--- src/rtl/cpu_sequencer.sv ---
// Multi-cycle control unit: PC, instruction register, condition/flag evaluation and strobe sequencing.
// Optional feature macro: SEQ_SINGLE_STEP_EN adds a Step input and a PAUSE state at instruction boundaries.
module cpu_sequencer #(
  parameter int          PC_WIDTH  = 8,
  parameter logic [31:0] HALT_WORD = 32'hFFFF_FFFF
) (
  input  logic                Clk,
  input  logic                Reset,
  input  logic                Run,
`ifdef SEQ_SINGLE_STEP_EN
  input  logic                Step,
`endif
  input  logic [31:0]         Out_i,
  input  logic [3:0]          New_Flag,
  output logic                Enable_i,
  output logic                RW_ram_i,
  output logic [PC_WIDTH-1:0] Address_in_i,
  output logic [31:0]         IR,
  output logic [3:0]          Flag,
  output logic                Enable,
  output logic                RW_ram,
  output logic                reg_we,
  output logic                Halted,
  output logic [2:0]          state
);

  typedef enum logic [2:0] {
    S_IDLE   = 3'd0,
    S_FETCH  = 3'd1,
    S_DECODE = 3'd2,
    S_EXEC   = 3'd3,
    S_MEM    = 3'd4,
    S_WB     = 3'd5,
    S_HALT   = 3'd6
`ifdef SEQ_SINGLE_STEP_EN
    , S_PAUSE = 3'd7
`endif
  } state_t;

  localparam logic [3:0] OP_LDR = 4'hD;
  localparam logic [3:0] OP_STR = 4'hE;
  localparam logic [3:0] OP_B   = 4'hF;

  state_t              state_q, state_d;
  logic [PC_WIDTH-1:0] pc_q, pc_d;
  logic [31:0]         ir_q, ir_d;
  logic [3:0]          flag_q, flag_d;
  logic                cond_pass;
  state_t              boundary_st;

  wire [3:0] cond   = ir_q[31:28];
  wire [3:0] opcode = ir_q[27:24];
  wire       f_n    = flag_q[3];
  wire       f_z    = flag_q[2];
  wire       f_c    = flag_q[1];
  wire       f_v    = flag_q[0];

  always_comb begin
    cond_pass = 1'b0;
    case (cond)
      4'h0: cond_pass = f_z;
      4'h1: cond_pass = !f_z;
      4'h2: cond_pass = f_c;
      4'h3: cond_pass = !f_c;
      4'h4: cond_pass = f_n;
      4'h5: cond_pass = !f_n;
      4'h6: cond_pass = f_v;
      4'h7: cond_pass = !f_v;
      4'h8: cond_pass = f_c && !f_z;
      4'h9: cond_pass = !f_c || f_z;
      4'hA: cond_pass = (f_n == f_v);
      4'hB: cond_pass = (f_n != f_v);
      4'hC: cond_pass = !f_z && (f_n == f_v);
      4'hD: cond_pass = f_z || (f_n != f_v);
      4'hE: cond_pass = 1'b1;
      default: cond_pass = 1'b0;
    endcase
  end

  // Run is only consulted here, so an instruction in flight always completes.
  always_comb begin
`ifdef SEQ_SINGLE_STEP_EN
    boundary_st = Run ? S_PAUSE : S_IDLE;
`else
    boundary_st = Run ? S_FETCH : S_IDLE;
`endif
  end

  always_comb begin
    state_d = state_q;
    pc_d    = pc_q;
    ir_d    = ir_q;
    flag_d  = flag_q;
    case (state_q)
      S_IDLE: if (Run) state_d = S_FETCH;
      S_FETCH: begin
        ir_d    = Out_i;
        pc_d    = pc_q + {{(PC_WIDTH-1){1'b0}}, 1'b1};
        state_d = S_DECODE;
      end
      S_DECODE: begin
        if (ir_q == HALT_WORD)  state_d = S_HALT;
        else if (!cond_pass)    state_d = boundary_st;
        else                    state_d = S_EXEC;
      end
      S_EXEC: begin
        if (ir_q[23]) flag_d = New_Flag;
        case (opcode)
          OP_LDR, OP_STR: state_d = S_MEM;
          OP_B: begin
            pc_d    = ir_q[PC_WIDTH-1:0];
            state_d = boundary_st;
          end
          default: state_d = S_WB;
        endcase
      end
      S_MEM:  state_d = (opcode == OP_LDR) ? S_WB : boundary_st;
      S_WB:   state_d = boundary_st;
      S_HALT: state_d = S_HALT;
`ifdef SEQ_SINGLE_STEP_EN
      S_PAUSE: begin
        if (!Run)      state_d = S_IDLE;
        else if (Step) state_d = S_FETCH;
      end
`endif
      default: state_d = S_IDLE;
    endcase
  end

  always_ff @(posedge Clk) begin
    if (!Reset) begin
      state_q <= S_IDLE;
      pc_q    <= '0;
      ir_q    <= '0;
      flag_q  <= '0;
    end else begin
      state_q <= state_d;
      pc_q    <= pc_d;
      ir_q    <= ir_d;
      flag_q  <= flag_d;
    end
  end

  // Strobes are gated by Reset so a reset edge during MEM/WB never writes.
  assign Enable_i     = Reset && (state_q == S_FETCH);
  assign RW_ram_i     = Reset && (state_q == S_FETCH);
  assign Enable       = Reset && (state_q == S_MEM);
  assign RW_ram       = Reset && (state_q == S_MEM) && (opcode == OP_LDR);
  assign reg_we       = Reset && (state_q == S_WB);
  assign Halted       = (state_q == S_HALT);
  assign Address_in_i = pc_q;
  assign IR           = ir_q;
  assign Flag         = flag_q;
  assign state        = state_q;

endmodule
--- config.mk ---
export PLATFORM = sky130hd
export DESIGN_NAME = cpu_sequencer
export DESIGN_NICKNAME = d
export VERILOG_FILES = /design/src/rtl/cpu_sequencer.sv
export SDC_FILE = /design/constraint.sdc
export NUM_CORES = 1
export LEC_CHECK = 0
export CORE_MARGIN = 8
export CORE_UTILIZATION = 45
export CTS_BUF_LIST = sky130_fd_sc_hd__clkbuf_8
export CTS_CLUSTER_SIZE = 40
export DETAILED_ROUTE_END_ITERATION = 10
export PLACE_DENSITY = 0.85
export SLEW_MARGIN = 20
export SYNTH_ARGS = -nofsm -noshare
export SYNTH_HDL_FRONTEND = slang
export SYNTH_SLANG_ARGS = --single-unit
--- constraint.sdc ---
create_clock -name Clk -period 2.1 [get_ports Clk]
set_clock_uncertainty 0.2 [all_clocks]
set_input_delay 0.42 -clock Clk [delete_from_list [all_inputs] [get_ports Clk]]
set_output_delay 0.42 -clock Clk [all_outputs]
set_load 0.05 [all_outputs]
### After elaboration in Yosys (flattened, before gate mapping)

Index checks and enable logic that the tools add are counted.

| cells by class | value |
|---|---|
| eq/ne operators | 28 |
| multiplexer cells | 10 |
| $add $sub $neg | 1 |
| reductions and logical operators | 18 |

Operators with widths:

| cell | count |
|---|---|
| $eq A4 B4 Y1 const B | 10 |
| $eq A32 B32 Y1 const B | 1 |
| $pmux W3 S7 | 1 |
| $eq A4 B3 Y1 const B | 4 |
| $pmux W8 S2 | 1 |
| $pmux W1 S15 | 1 |
| $eq A3 B3 Y1 const B | 3 |
| $mux W3 | 3 |
| $add A8 B1 Y8 const B | 1 |
| $eq A4 B2 Y1 const B | 2 |
| $mux W8 | 1 |
| $eq A3 B2 Y1 const B | 2 |
| $logic_and A1 B1 Y1 | 6 |
| $pmux W3 S2 | 1 |
| $eq A4 B1 Y1 const B | 1 |
| $logic_not A1 Y1 | 4 |
| $logic_not A4 Y1 | 1 |
| $ne A2 B2 Y1 const B | 2 |
| $reduce_and A2 Y1 | 2 |
| $eq A3 B1 Y1 const B | 1 |
| $logic_not A3 Y1 | 1 |
| $logic_or A1 B1 Y1 | 2 |
| $mux W2 | 1 |
| $reduce_bool A2 Y1 | 1 |
| other kinds (4) | 4 |

| word-level totals | value |
|---|---|
| word-level logic and storage cells | 61 |
| output and inout port bits | 53 |
| bits of input ports | 39 |
| bits in registers | 47 |

### Depth between registers and ports, before layout

Gate-level depths: netlist (run 1).

| depth | value |
|---|---|
| word-level depth | 6 |
| mapped depth | 8 |

### Worst setup path before layout (run 1)

OpenSTA, ideal clock, no wires.

| path | value |
|---|---|
| kind | register -> output |
| start point | register state_q[0] (netlist: state[0]) |
| end point | output RW_ram_i |
| data arrival time | 2575 ps |
| cell stages (with the launch flop) | 7 |
| buffers on the path | 4 |
| data required time | 1480 ps |
| path slack | -1095 ps |
| cells stage by stage | dfxtp_1 > buf_4 > or3b_1 > buf_6 > clkbuf_1 > nor2_1 > buf_4 |

| on the way | value |
|---|---|
| longest elaborated chain between the ends | 2 |

RTL lines:

| element | RTL line | source |
|---|---|---|
| from (decl) | 44 | `state_t state_q, state_d;` |
| from (signal assigned) | 137 | `state_q <= state_d;` |
| $eq A3 B1 Y1 | -- |  |
| $logic_and A1 B1 Y1 | -- |  |
| to (decl) | 16 | `output logic RW_ram_i,` |

Every way passes these cells.

### Worst setup path in the final report (run 1)

| path | value |
|---|---|
| start point | register state_q[0] (netlist: state[0]) |
| end point | output Enable_i |

| on the way | value |
|---|---|
| longest elaborated chain between the ends | 2 |

RTL lines:

| element | RTL line | source |
|---|---|---|
| $eq A3 B1 Y1 | 145 | `assign Enable_i = Reset && (state_q == S_FETCH);` |
| $logic_and A1 B1 Y1 | 145 |  |
| to (decl) | 15 | `output logic Enable_i,` |

Every way passes these cells.

==> impl_metrics.py, run 1 <==
metrics = {
    "status": {
        "status": "completed",
    },
    "synth": {
        "async_flop_share_pct": 0,
        "syn_nets": 343,
        "synth_area_um2": 2313,
        "ys_seq_area_share_pct": 40.67,
        "yosysMostFrequentCell": "nand2_1",
        "yosysTopAreaCellShare_pct": 40.67,
        "yosysUniqueCellTypes": 52,
        "synth_area_leader_cell": "dfxtp_1",
        "synth_commonest_cells": "nand2_1 (84), dfxtp_1 (47), a21oi_1 (33)",
        "ys.flop_type": "dfxtp_1",
        "syn_inst": 303,
        "synth_seq_cells": 47,
        "synth_warnings": 0,
        "synth_edf_count": 0,
        "syn_avg_cell_area_um2": 7.635,
        "ys_top_cells_by_area": "dfxtp_1 (41%), nand2_1 (14%), a21oi_1 (7.1%), a21boi_0 (2.9%), nand3_1 (2.6%)",
    },
    "cells_and_area": {
        "nFillCells": 413,
        "layout.nets": 445,
        "final_area_um2": 3513,
        "drive_gt1_share_pct": 26.60,
        "insertedDiodeCount": 0,
        "synthToLayoutAreaGrowth_pct": 51.87,
        "fin_util_pct": 69.68,
    },
    "floorplan": {
        "dieWidth_um": 87.70,
        "core_area_um2": 5042,
        "die_h_um": 87.70,
        "dieArea_um2": 7691,
        "rows": 26,
        "initial_core_util_pct": 45.88,
        "io-pin-count": 92,
    },
    "placed_design": {
        "dp.final_hpwl_um": 5144,
        "place.port_buffers": 91,
        "place_area_um2": 3274,
        "gp_congestion": 0.7964,
    },
    "sta": {
        "setup_violations": 0,
        "tightest_slew_ns": 0.4473,
        "timing.final.crit_share_pct": 99.22,
        "hold_viol_final": 0,
        "max_freq_mhz": 479.9,
        "rsz0062_at_grt": "true",
        "slew_headroom_pct": 69.91,
        "period_needed_ns": 2.084,
        "slew_viol_final": 0,
    },
    "detailed_routing": {
        "wl_um": 7189,
        "drtAntennaViolNets": 0,
        "wl_per_cell_um": 15.10,
        "drtIter0Drc": 167,
        "detail_route.drc_violations": 0,
        "routed_via_density": 5.256,
        "vias": 2502,
        "first_pass_iters": 4,
    },
    "global_route": {
        "antenna_found_initial": 0,
        "grt_overflow_total": 0,
        "grt_max_degree": 34,
        "track_usage_pct": 18.30,
        "grt_pass1_wl_um": 11270,
        "grt_pass1_vias": 2412,
    },
    "clocking": {
        "cts_sinks": 47,
        "numCtsBuffers": 5,
        "clk_latency_ns": 0.30,
        "cts_tree": "done",
        "htreeDepth": 2,
        "cts_buffer_depth": 2,
        "path_clk_slew_ns": 0.09,
        "root_buffer": "clkbuf_8",
    },
    "worst_hold_path": {
        "hp-class": "flop to flop",
    },
    "worst_setup_path": {
        "worstPathArrival_ns": 1.46,
        "cp_slowest_stage_delay_ns": 0.43,
        "cp-end-kind": "output pin",
        "crit_type": "flop to output pin",
        "crit_chain": "or3b_4 > nor2_4 > buf_12",
        "start_kind": "flop",
        "cp_max_fo": 6,
        "slowest_stage": "or3b_4",
        "required_ns": 1.48,
    },
    "power_and_ir_drop": {
        "power_density_nw_per_um2": 740.3,
        "p_total_uw": 2601,
        "p_leak_uw": 0.001364,
        "vdd_drop_max_uv": 432.9,
    },
    "run": {
        "drv_cap": 0,
    },
}
## final timing paths
check	start	end	slack, ns	depth (start not counted)
setup reg to reg	state[1]$_SDFFE_PN0P_	Address_in_i[6]$_SDFFE_PN0P_	0.12	9
hold / removal	IR[16]$_SDFFE_PN0P_	IR[16]$_SDFFE_PN0P_	0.28	2
setup / recovery	state[0]$_SDFFE_PN0P_	Enable_i	0.02	3
hold reg to reg	IR[16]$_SDFFE_PN0P_	IR[16]$_SDFFE_PN0P_	0.28	2
## repair_timing
action	CTS	global route
resized for setup	9	2
hold buffers	0	0
setup buffers	8	7
cloned	0	0
endpoints found under the setup margin	4	7
endpoints found under the hold margin	0	0
pin swaps	4	3
## cell type report
class | count | area (µm²) | share of cell area, %
inverters | 5 | 18.77 | 0.5342
flip-flops and latches | 47 | 958.4 | 27.28
well taps | 70 | 87.58 | 2.493
clock inverters | 2 | 16.27 | 0.4630
repair buffers | 117 | 1077 | 30.66
multi-input cells | 229 | 1272 | 36.22
clock buffers | 6 | 82.58 | 2.350
## routing by layer
layer / part of all wire, % / track usage, %
met1: 41 / 20.41
met2: 47 / 29.48
met3: 10 / 8.161
met4: 2.0 / 7.813
met5: 0 / 0
## critical path: cells and delay by family (launching register included)
kind,cells,cell delay (ns)
buffers and inverters,1,0.16
AND/OR/NAND/NOR,2,0.62
flip-flops,1,0.39
## where the power goes
group          internal (µW)  total, µW  switching [µW]
combinational            358        953             595
clock                    269        578             309
sequential               974       1070            96.4
## sequential cells by signal (all words and copies together), names as in the netlist
name	cells
IR	32
state	3
Address_in_i	8
Flag	4
## cells by family (layout without fill, tap and decap cells)
logic type | after synthesis | after routing | synth area share, %
AOI/OAI and AO/OA | 79 | 79 | 21.85
DFF | 47 | 47 | 40.67
xor gates and xnor gates | 1 | 1 | 0.3787
and+or+nand+nor | 144 | 144 | 28.45
adders and majority gates | 1 | 1 | 0.5407
muxes | 4 | 4 | 1.839
buffers and inverters | 27 | 130 | 6.273
## stage by stage
step	std cells	TNS [ns]	hold slack (ns)	setup slack (ns)
after floorplan	303	-0.3618	0.3549	-0.2600
after global placement	453	-0.1192	0.2587	-0.04641
after detailed placement	453	-0.1746	0.2638	-0.06652
after CTS	469	-0.01373	0.2783	-0.01373
after global routing	476	-0.05032	0.2983	-0.02033
final	476	0	0.2777	0.01629
## cell usage in the layout, fill, tap and decap left out, types with 2 or more instances in the layout
cell and n:
o21ai_0 11, o31ai_1 3, nor2_1 11, a21oi_1 33, inv_1 4, buf_12 8
o22ai_1 2, nand3_1 11, nand2b_1 2, a21boi_0 9, nand2_1 83, a31oi_1 3
buf_6 2, mux2i_1 2, and3_1 3, nor4_1 3, buf_4 68, clkbuf_8 6
a22oi_1 3, nand4_1 6, clkdlybuf4s50_1 37, dfxtp_4 4, nor2_2 3, and3b_1 3
dfxtp_1 41, dfxtp_2 2, a21boi_1 3, and2_1 3
(Power assumes the default switching activity.)
==> inputs of run 2 (changes only) <==
Settings changed: SETUP_SLACK_MARGIN from default to 0.2.
==> run 2 against run 1 <==
Against the previous run: clock power up 16%; utilization up 3.3 points; clock-buffer cell count down 1.
==> impl_metrics.py, run 2 (same netlist as run 1, synthesis figures left out) <==
metrics = {
    "status": {
        "status": "completed",
    },
    "worst_setup_path": {
        "cp_slowest_stage_delay_ns": 0.43,
        "cp-end-kind": "output pin",
        "crit_chain": "or3b_4 > nor2_4 > buf_12",
        "start_kind": "flop",
        "cp_max_fo": 2,
        "cp.depth": 3,
        "crit_buf_inv": 1,
        "slowest_stage": "or3b_4",
        "required_ns": 1.48,
        "crit_type": "flop to output pin",
        "cpLargestDelayFamily": "simple AND/OR/NAND/NOR gates",
        "reg2reg_depth": 9,
        "worstPathArrival_ns": 1.41,
    },
    "cells_and_area": {
        "layout_common_cells": "nand2_1 (83), buf_4 (69), clkdlybuf4s50_1 (37), dfxtp_1 (34), a21oi_1 (33)",
        "final_cells": 481,
        "synthToLayoutAreaGrowth_pct": 59.17,
        "largest_reg_flops": 32,
        "layout.nets": 450,
        "final_common_cell": "nand2_1",
        "fin_util_pct": 73.03,
        "drive_gt1_share_pct": 29.93,
        "insertedDiodeCount": 0,
        "nFillCells": 373,
    },
    "clocking": {
        "clk_latency_ns": 0.30,
        "path_clk_slew_ns": 0.09,
        "numCtsBuffers": 5,
        "cts_tree": "done",
        "cts_buffer_depth": 2,
        "root_buffer": "clkbuf_8",
        "cts_sinks": 47,
        "htreeDepth": 2,
    },
    "detailed_routing": {
        "wl_per_cell_um": 16.06,
        "detail_route.drc_violations": 0,
        "drtIter0Drc": 191,
        "vias": 2589,
        "wl_um": 7723,
        "drtAntennaViolNets": 0,
        "first_pass_iters": 4,
        "routed_via_density": 5.383,
    },
    "sta": {
        "period_needed_ns": 2.029,
        "timing.final.crit_share_pct": 96.63,
        "setup_violations": 0,
        "rsz0062_at_grt": "true",
        "tightest_slew_ns": 0.3655,
        "slew_viol_final": 0,
        "whs_ns": 0.2794,
        "slew_headroom_pct": 75.00,
        "max_freq_mhz": 492.8,
        "hold_viol_final": 0,
    },
    "floorplan": {
        "dieArea_um2": 7691,
        "io-pin-count": 92,
        "dieWidth_um": 87.70,
        "core_area_um2": 5042,
        "initial_core_util_pct": 45.88,
        "die_h_um": 87.70,
        "rows": 26,
    },
    "placed_design": {
        "gp_congestion": 0.8377,
        "dp_cells": 451,
        "dp.final_hpwl_um": 5156,
        "place.port_buffers": 91,
    },
    "global_route": {
        "grt_pass1_wl_um": 11790,
        "grt_max_degree": 34,
        "grt_pass1_vias": 2492,
        "track_usage_pct": 19.10,
        "antenna_found_initial": 0,
        "grt_overflow_total": 0,
    },
    "power_and_ir_drop": {
        "vdd_drop_max_uv": 480.8,
        "p_total_uw": 2841,
        "power_density_nw_per_um2": 771.6,
        "p_leak_uw": 0.001435,
    },
    "run": {
        "drv_cap": 0,
    },
    "worst_hold_path": {
        "min_path_cells": 2,
        "hp-class": "flop to flop",
    },
}
run 2: cell types whose count changed in the layout (fill, tap and decap cells not counted), sizes merged:
cell,delta
bufinv,+1
clkinvlp,-1
buf,+3
clkbuf,+1
clkinv,+1
run 2: routing by layer:
layer | part of all wire [%] | global-route usage (%) | up-vias
li1 | - | - | 1265
met1 | 41 | 22.92 | 1200
met2 | 48 | 31.05 | 110
met3 | 10 | 6.379 | 14
met4 | 1.2 | 6.406 | 0
met5 | 0 | 0 | -
run 2: report_power, final:
part / switching [µW] / total, µW / internal, µW
Clock: 315 / 670 / 355
Combinational: 642 / 1100 / 459
Sequential: 95.6 / 1070 / 975
run 2: final timing paths:
check | from | endpoint | slack (ns)
worst max register to register | state[0]$_SDFFE_PN0P_ | IR[0]$_SDFFE_PN0P_ | 0.22
worst min-delay path | IR[19]$_SDFFE_PN0P_ | IR[19]$_SDFFE_PN0P_ | 0.28
worst max-delay path | state[2]$_SDFFE_PN0P_ | RW_ram_i | 0.07
worst min register to register | IR[19]$_SDFFE_PN0P_ | IR[19]$_SDFFE_PN0P_ | 0.28
run 2: final cells by class:
type	instances	area (µm²)	share of cell area [%]
Multi-Input combinational cell	229	1305	35.44
Timing Repair Buffer	122	1186	32.21
Sequential cell	47	972.2	26.40
Tap cell	70	87.58	2.379
Clock buffer	5	68.82	1.869
Clock inverter	3	43.79	1.189
Inverter	5	18.77	0.5097
run 2: worst min-delay path, delay by kind of cell (launching register included):
family	cells	cell delay, ns
flip-flops	1	0.33
AND/OR/NAND/NOR	1	0.06
AO/OA/AOI/OAI	1	0.05
run 2: what timing repair did:
action                     4_1_cts  5_1_grt
pin swaps                        5        3
hold buffers                     0        0
resized for setup               11        8
setup endpoints to repair        6       19
gates cloned                     0        3
setup buffers                   12        7
run 2: stage by stage:
stage	cell area, µm²	TNS, ns	setup slack, ns
CTS	3506	0	0.07545
finish	3682	0	0.07079
global route	3682	0	0.03246
floorplan	2389	-0.3050	-0.2599
global placement	3266	-0.08278	-0.04136
detailed placement	3266	-0.2346	-0.09910
==> patch (flow settings as in run 1) <==
Build with the macro `SEQ_SINGLE_STEP_EN` defined.
--- a/src/rtl/cpu_sequencer.sv
+++ b/src/rtl/cpu_sequencer.sv
@@ -1,5 +1,7 @@
 // Multi-cycle control unit: PC, instruction register, condition/flag evaluation and strobe sequencing.
 // Optional feature macro: SEQ_SINGLE_STEP_EN adds a Step input and a PAUSE state at instruction boundaries.
+`define SEQ_SINGLE_STEP_EN
+
 module cpu_sequencer #(
   parameter int          PC_WIDTH  = 8,
   parameter logic [31:0] HALT_WORD = 32'hFFFF_FFFF
Ports: changed (added Step); port bits go from 92 to 93. No check against the original RTL was run, so the function may have changed too.
==> patch against run 1 <==
Non-clock buffer count down 13; synthesized cell count down 0.66%; total power down 8.5%; final cell count down 3.4%; critical path type is now input pin to primary output; routed wire length down 5.1%; cell area down 5.5%; first-iteration DRC count down 5.4%; sequential share of layout area up 1.4 points; clock power up 19%; highest routed layer unchanged; synthesized area down 2.1%; sequential cell count unchanged; worst setup slack better by 0.0089 ns.
==> patch: results (changes against run 1) <==
- Largest net degree at the start of global routing: 33 (-2.9%)
- Wirelength per Cell: 14.8 µm (-1.8%)
- Post-detail-place hpwl: 5100 µm (-0.79%)
- Aggregate global-route resource usage: 18.4% (+0.073 points)
- Placed cells: 452 (-0.22%)
- Filler Cells Inserted: 423 (+2.4%)
- Actual slew at the worst max-slew pin: 0.331 ns (-0.116 ns)
- PwrDens: 717 nW/µm² (-3.2%)
- Post-DP Area: 3200 µm² (-2.3%)
- Critical path arrival: ~1.5 ns
- Global-route wire length before repair: 11500 µm (+1.7%)
- Top post-synthesis cells by area: dfxtp_1 42%, nand2_1 13%, a21oi_1 8.6%, nor2_1 2.8%, nand4_1 2.5%
- Share of layout cells above drive strength 1: 22.8% (-3.8 points)
- RD Place Congestion: 0.860 (+8.0%)
- Post-synth cell types: 45 (-13%)
- Worst Path Max Fanout: 4 (-2)
- Number of DRC markers in iteration 0: 158 (-5.4%)
- Post-synthesis cell count: 301 (-0.66%)
- Sequential fraction of the synthesis area: 41.5% (+0.85 points)
- Syn_nets: 342 (-0.29%)
- Outcome: finished clean
- Max rail drop VDD: 0.577 mV (+33%)
- Nets: 430 (-3.4%)
- DRT Wirelength: 6820 µm (-5.1%)
- Pleak: 1.29 nW (-5.5%)
- Port Buffer Count: 92 (+1.1%)
- Post-synth top cells: 78 x nand2_1, 47 x dfxtp_1, 39 x a21oi_1
- Via density: 5.32 (+1.2%)
## patch: critical path, stage by stage
cell	delay, ns
clkdlybuf4s50_1	0.49
inv_2	0.08
buf_4	0.15
nor2_4	0.10
buf_4	0.22
## patch: where the power goes
| part | switching, W | internal, W | total, W | leakage (nW) |
|---|---|---|---|---|
| Clock | 0.000324 | 0.000361 | 0.000686 | 0.0587 |
| Sequential | 0.0000849 | 0.000952 | 0.00104 | 0.385 |
| Combinational | 0.000414 | 0.000243 | 0.000657 | 0.845 |
| Total | 0.000823 | 0.00156 | 0.00238 | 1.29 |
## patch: final cells by class
class	count	share of cell area (%)
Multi-Input combinational cell	227	37.2
Sequential cell	47	28.6
Timing Repair Buffer	104	27.6
Tap cell	70	2.64
Clock buffer	5	2.07
Clock inverter	3	1.43
Inverter	4	0.452
## patch: kinds of logic after synthesis
logic type               after synthesis  share of synthesized area (%)
flip-flops                            47                           41.5
buffers and inverters                 27                           5.74
multiplexers                           4                           1.88
AND/OR/NAND/NOR                      141                           28.1
AO/OA/AOI/OAI                         80                           21.9
XOR/XNOR                               1                          0.387
adder cells (fa/ha/maj)                1                          0.552
## patch: through the flow
stage                     total power, W  hold WS [ns]  setup slack, ns
after floorplan                  0.00148         0.346           -0.201
after global placement           0.00170         0.258          -0.0370
after detailed placement         0.00171         0.265          -0.0502
after CTS                        0.00239         0.278           0.0193
after global routing             0.00248         0.296          -0.0174
final                            0.00238         0.275           0.0252
## patch: worst paths after layout
| check | to | slack, ns | start | cells after the start |
|---|---|---|---|---|
| hold / removal | IR[17] | 0.28 | IR[17] | 2 |
| hold reg to reg | IR[17] | 0.28 | IR[17] | 2 |
| setup reg to reg | state[0] | 0.20 | IR[30] | 5 |
| setup / recovery | Enable_i | 0.03 | Reset | 5 |
## patch: routing by layer
metal,part of all wire (%),track usage [%],vias to the layer above
li1,-,-,1232
met3,8.4,6.60,8
met1,42,21.6,1119
met4,1.1,4.69,0
met2,48,30.8,89
met5,0,0,-
## patch: repair_timing
| item | in CTS | in global routing |
|---|---|---|
| endpoints found under the setup margin | 3 | 3 |
| pin swaps | 0 | 1 |
| gates resized for setup | 2 | 0 |
